**src/rtl/uart_rx_host.sv**
```systemverilog
// Host-side 8-bit UART receiver (LSB first, 1 stop bit, idle-high) with a valid/ready byte output.
// Define UART_RX_PARITY_EN to receive 8E1 frames and drive parity_err; otherwise frames are 8N1.
module uart_rx_host #(
   parameter int unsigned CLKS_PER_BIT = 104,
   parameter int unsigned SYNC_STAGES  = 2
) (
   input  logic       sysclk,
   input  logic       rst,
   input  logic       rxd,
   output logic [7:0] rx_data,
   output logic       rx_valid,
   input  logic       rx_ready,
   output logic       frame_err,
   output logic       parity_err,
   output logic       overrun,
   output logic       busy
);

   localparam int unsigned CW = (CLKS_PER_BIT > 1) ? $clog2(CLKS_PER_BIT) : 1;
   localparam int unsigned H  = CLKS_PER_BIT / 2;
   localparam logic [CW-1:0] HALF_LOAD = CW'(H - 1);
   localparam logic [CW-1:0] BIT_LOAD  = CW'(CLKS_PER_BIT - 1);

   typedef enum logic [2:0] {
      IDLE,
      START,
      DATA,
`ifdef UART_RX_PARITY_EN
      PARITY,
`endif
      STOP,
      WAIT_IDLE
   } state_t;

   state_t                 state;
   logic [SYNC_STAGES-1:0] sync_q;
   logic [SYNC_STAGES-1:0] seen_q;
   logic                   rxd_s;
   logic                   armed;
   logic [CW-1:0]          cnt;
   logic [2:0]             bitn;
   logic [7:0]             shreg;
`ifdef UART_RX_PARITY_EN
   logic                   par_bad;
`endif

   always_ff @(posedge sysclk or posedge rst) begin
      if (rst) begin
         sync_q <= '1;
         seen_q <= '0;
      end else begin
         sync_q <= {sync_q[SYNC_STAGES-2:0], rxd};
         seen_q <= {seen_q[SYNC_STAGES-2:0], 1'b1};
      end
   end

   assign rxd_s = sync_q[SYNC_STAGES-1];

   // armed only once a genuinely sampled high has reached rxd_s, so a line
   // still low when rst falls cannot start a frame without a fresh 1->0 edge
   always_ff @(posedge sysclk or posedge rst) begin
      if (rst) begin
         state     <= IDLE;
         armed     <= 1'b0;
         cnt       <= '0;
         bitn      <= '0;
         shreg     <= '0;
         rx_data   <= '0;
         rx_valid  <= 1'b0;
         frame_err <= 1'b0;
         overrun   <= 1'b0;
         busy      <= 1'b0;
`ifdef UART_RX_PARITY_EN
         par_bad    <= 1'b0;
         parity_err <= 1'b0;
`endif
      end else begin
         frame_err <= 1'b0;
         overrun   <= 1'b0;
`ifdef UART_RX_PARITY_EN
         parity_err <= 1'b0;
`endif
         if (rx_valid && rx_ready)
            rx_valid <= 1'b0;
         if (seen_q[SYNC_STAGES-1] && rxd_s)
            armed <= 1'b1;

         case (state)
            IDLE: begin
               if (armed && !rxd_s) begin
                  state <= START;
                  cnt   <= HALF_LOAD;
                  busy  <= 1'b1;
               end
            end
            START: begin
               if (cnt != '0) begin
                  cnt <= cnt - 1'b1;
               end else if (rxd_s) begin
                  state <= IDLE;
                  busy  <= 1'b0;
               end else begin
                  state <= DATA;
                  cnt   <= BIT_LOAD;
                  bitn  <= '0;
               end
            end
            DATA: begin
               if (cnt != '0) begin
                  cnt <= cnt - 1'b1;
               end else begin
                  shreg <= {rxd_s, shreg[7:1]};
                  cnt   <= BIT_LOAD;
                  bitn  <= bitn + 1'b1;
                  if (bitn == 3'd7) begin
`ifdef UART_RX_PARITY_EN
                     state <= PARITY;
`else
                     state <= STOP;
`endif
                  end
               end
            end
`ifdef UART_RX_PARITY_EN
            PARITY: begin
               if (cnt != '0) begin
                  cnt <= cnt - 1'b1;
               end else begin
                  par_bad <= rxd_s ^ (^shreg);
                  cnt     <= BIT_LOAD;
                  state   <= STOP;
               end
            end
`endif
            STOP: begin
               if (cnt != '0) begin
                  cnt <= cnt - 1'b1;
               end else if (!rxd_s) begin
                  frame_err <= 1'b1;
                  state     <= WAIT_IDLE;
               end else begin
                  // back to IDLE at mid-stop-bit so the next start edge is not missed
                  state <= IDLE;
                  busy  <= 1'b0;
`ifdef UART_RX_PARITY_EN
                  if (par_bad)
                     parity_err <= 1'b1;
                  else
`endif
                  if (!rx_valid || rx_ready) begin
                     rx_data  <= shreg;
                     rx_valid <= 1'b1;
                  end else begin
                     overrun <= 1'b1;
                  end
               end
            end
            WAIT_IDLE: begin
               if (rxd_s) begin
                  state <= IDLE;
                  busy  <= 1'b0;
               end
            end
            default: begin
               state <= IDLE;
               busy  <= 1'b0;
            end
         endcase
      end
   end

`ifndef UART_RX_PARITY_EN
   assign parity_err = 1'b0;
`endif

endmodule

```
**config.mk**
```make
export PLATFORM = sky130hd
export DESIGN_NAME = uart_rx_host
export DESIGN_NICKNAME = d
export VERILOG_FILES = /design/src/rtl/uart_rx_host.sv
export SDC_FILE = /design/constraint.sdc
export NUM_CORES = 1
export LEC_CHECK = 0
export ABC_AREA = 1
export CAP_MARGIN = 20
export CORE_AREA = 2 2 62 64
export DETAILED_ROUTE_END_ITERATION = 6
export DIE_AREA = 0 0 64 66
export PLACE_DENSITY_LB_ADDON = 0.08
export SLEW_MARGIN = 10
export SYNTH_ARGS = -nofsm -noshare
export SYNTH_HDL_FRONTEND = slang
export SYNTH_SLANG_ARGS = --single-unit
```
**constraint.sdc**
```tcl
create_clock -name sysclk -period 2.4 [get_ports sysclk]
set_clock_uncertainty 0.15 [all_clocks]
set_input_delay 0.48 -clock sysclk [delete_from_list [all_inputs] [get_ports sysclk]]
set_output_delay 0.48 -clock sysclk [all_outputs]
set_load 0.005 [all_outputs]
```
==> impl_metrics.py <==
metrics = {
    "clocking": {
        "clock_latency_ns": 0.35,
        "cts_resized": 0,
        "cts.sinks": 38,
        "clk_pin_slew_ns": 0.11,
        "hold_buffers": 0,
        "cts_buffers": 5,
        "post_cts_buffers": 0,
        "cts-root-buf": "clkbuf_4",
        "cts_buffer_depth": 2,
        "cts.htree.levels": 2,
        "cts_tree": "built",
    },
    "place": {
        "dp_hpwl_um": 2500,
        "port_buffers": 15,
        "gp_congestion": 0.878,
    },
    "logic_synthesis": {
        "seq_area_frac_synth_pct": 51.3,
        "yosys.area_share.adder_pct": 2.69,
        "synth_compound_area_share_pct": 8.75,
        "synth_top_area_share_pct": 48.5,
        "synthCells": 209,
        "synth_area_sq_um": 1860,
        "yosysMostFrequentCell": "nand2_1",
        "synth_cell_types": 27,
        "yosys.area_share.simple_pct": 29.6,
        "ys.flop_type": "dfrtp_1",
        "ys_async_sr_fraction_pct": 100,
        "postSynthAreaPerCell_sq_um": 8.89,
        "synth_commonest_cells": "54 x nand2_1, 36 x dfrtp_1, 25 x o21ai_1",
        "synth-seq-cells": 38,
        "synth_area_leaders": "dfrtp_1 48%, nand2_1 11%, o21ai_1 6.7%",
        "synth_xor_area_share_pct": 0,
        "synth.area.mux_share_pct": 0,
        "synth_top_cell_by_area": "dfrtp_1",
        "ys_warn_count": 0,
        "synth_edf_count": 0,
        "synth_fp_nets": 217,
        "synth_top_family_by_area": "simple AND/OR/NAND/NOR gates",
    },
    "floorplan": {
        "dieArea_sq_um": 4220,
        "core_area_sq_um": 3550,
        "num_rows": 22,
        "initial_core_util_pct": 52.3,
        "ios": 17,
        "die_w_um": 64,
        "die_y_um": 66,
    },
    "grt": {
        "grt_pass1_vias": 1456,
        "groute.usage.overall_pct": 19.6,
        "grt_pass1_wl_um": 6350,
        "grt_max_degree": 39,
        "grt_antenna_before_repair": 0,
        "gr-total-overflow": 0,
    },
    "sta": {
        "fmax_mhz": 484,
        "setup_violations": 0,
        "hold_violations": 0,
        "finalCriticalPeriod_ns": 2.06,
        "tns_ns": 0,
        "maxSlewViolCount": 0,
        "min_period_over_period_pct": 86.0,
        "rsz0062_at_grt": "false",
    },
    "hold_path": {
        "hold_class": "register to register",
        "hp-start": "sync_q[0]$_DFF_PP1_",
        "whs_endpoint": "sync_q[1]$_DFF_PP1_",
        "holdPathStages": 0,
    },
    "critical_path": {
        "critPathKind": "register to register",
        "ff2ff_path_depth": 9,
        "endpoint_kind": "register",
        "path_max_fanout": 17,
        "crit_arrival_ns": 2.15,
        "r2r-end": "shreg[5]$_DFFE_PP0P_",
        "critPathLaunch": "cnt[0]$_DFFE_PP0P_",
        "cp-start-kind": "register",
        "cp.required_ns": 2.49,
        "ff2ff_setup_slack_ns": 0.34,
        "r2r-start": "cnt[0]$_DFFE_PP0P_",
    },
    "route": {
        "drtIter0Drc": 76,
        "final_antenna_net_count": 0,
        "num_vias": 1428,
        "viasPerCell": 5.16,
        "wirelength_um": 3430,
        "drc": 0,
        "wl_per_cell_um": 12.4,
        "drt-pass1-iter-count": 4,
    },
    "final_layout": {
        "num-fill-cells": 306,
        "finalNetCount": 236,
        "final_util_pct": 60.7,
        "syn_to_final_growth_pct": 16.0,
        "layout-drive-gt1-share_pct": 12.2,
        "diodes": 0,
    },
    "pwr": {
        "leakage_nw": 1.01,
        "peakVddDrop_uv": 425,
        "p_per_area_nw_per_um2": 966,
    },
    "outcome": {
        "status": "complete, no violations",
    },
    "run": {
        "drv_cap": 0,
    },
}
## worst max path at each step
| stage | cells past startpoint | endpoint |
|---|---|---|
| final | 9 | shreg[5]$_DFFE_PP0P_ |
| after global routing | 9 | rx_data[0]$_DFFE_PP0P_ |
| after CTS | 9 | rx_data[4]$_DFFE_PP0P_ |
| after detailed placement | 9 | rx_data[4]$_DFFE_PP0P_ |
| after global placement | 9 | rx_data[1]$_DFFE_PP0P_ |
| after floorplan | 12 | cnt[0]$_DFFE_PP0P_ |
## cell type report
cell class | instances | area (sq um) | share of cell area (%)
Multi-Input combinational cell | 141 | 769 | 35.7
Clock buffer | 6 | 51.3 | 2.38
Timing Repair Buffer | 16 | 158 | 7.32
Sequential cell | 38 | 953 | 44.3
Tap cell | 48 | 60.1 | 2.79
Clock inverter | 2 | 60.1 | 2.79
Inverter | 26 | 103 | 4.76
## cell usage in the layout (no fill, tap or decap), types with 3 or more instances in the layout
cell,synthesis,layout
dfrtp_1,36,36
clkbuf_4,0,5
nor2_1,8,8
clkdlybuf4s50_1,0,15
o21ai_1,25,25
ha_1,4,4
nand4_1,4,4
o21ai_0,4,4
nor2_8,3,3
inv_1,23,23
nand2_1,54,54
nand3_1,20,20
nand2_2,4,4
## critical path, cell delays in order, from the launching register on
cell     delay [ns]
dfrtp_1        0.42
inv_1          0.13
ha_1           0.16
inv_1          0.04
nor2_1         0.12
inv_1          0.09
nor2_4         0.36
nand2_2        0.28
nand2_1        0.13
o21ai_1        0.07
## where the power goes
part | total, mW | internal [mW] | leakage [nW] | switching [mW]
clock network | 0.573 | 0.353 | 0.0585 | 0.220
logic | 0.701 | 0.242 | 0.461 | 0.459
registers | 0.807 | 0.728 | 0.495 | 0.0794
total | 2.08 | 1.32 | 1.01 | 0.759
## flip-flops by register name, summed over array words and instances, names as in the netlist
register / flops
busy: 1
sync_q: 2
state: 3
shreg: 8
bitn: 3
overrun: 1
seen_q: 2
rx_valid: 1
armed: 1
cnt: 7
frame_err: 1
rx_data: 8
## kinds of logic (layout without fill, tap and decap cells)
kind of cell | count (synthesis) | after routing
AND/OR/NAND/NOR | 103 | 103
flip-flops | 38 | 38
AO/OA/AOI/OAI | 32 | 32
buffers and inverters | 30 | 50
adder cells (fa/ha/maj) | 4 | 4
other | 2 | 2
## per-stage QoR
| stage | cells | hold slack [ns] | worst slack (ns) | power [mW] | area [sq um] |
|---|---|---|---|---|---|
| 2_1_floorplan | 209 | 0.181 | 0.671 | 1.38 | 1860 |
| 3_3_place_gp | 269 | 0.185 | 0.428 | 1.50 | 2040 |
| 3_5_place_dp | 269 | 0.190 | 0.353 | 1.52 | 2040 |
| 4_1_cts | 277 | 0.214 | 0.326 | 2.09 | 2150 |
| 5_1_grt | 277 | 0.218 | 0.0866 | 2.23 | 2150 |
| 6_report | 277 | 0.212 | 0.335 | 2.08 | 2150 |
## per-layer routing
metal	wire, um	global-route usage (%)	up-vias	part of all wire, %
li1	-	-	708	-
met1	1500	23.3	685	44
met2	1720	33.3	30	50
met3	138	4.77	5	4.0
met4	60	9.51	0	1.8
met5	0	0	-	0
No activity file was read; power rests on OpenSTA's default activity.
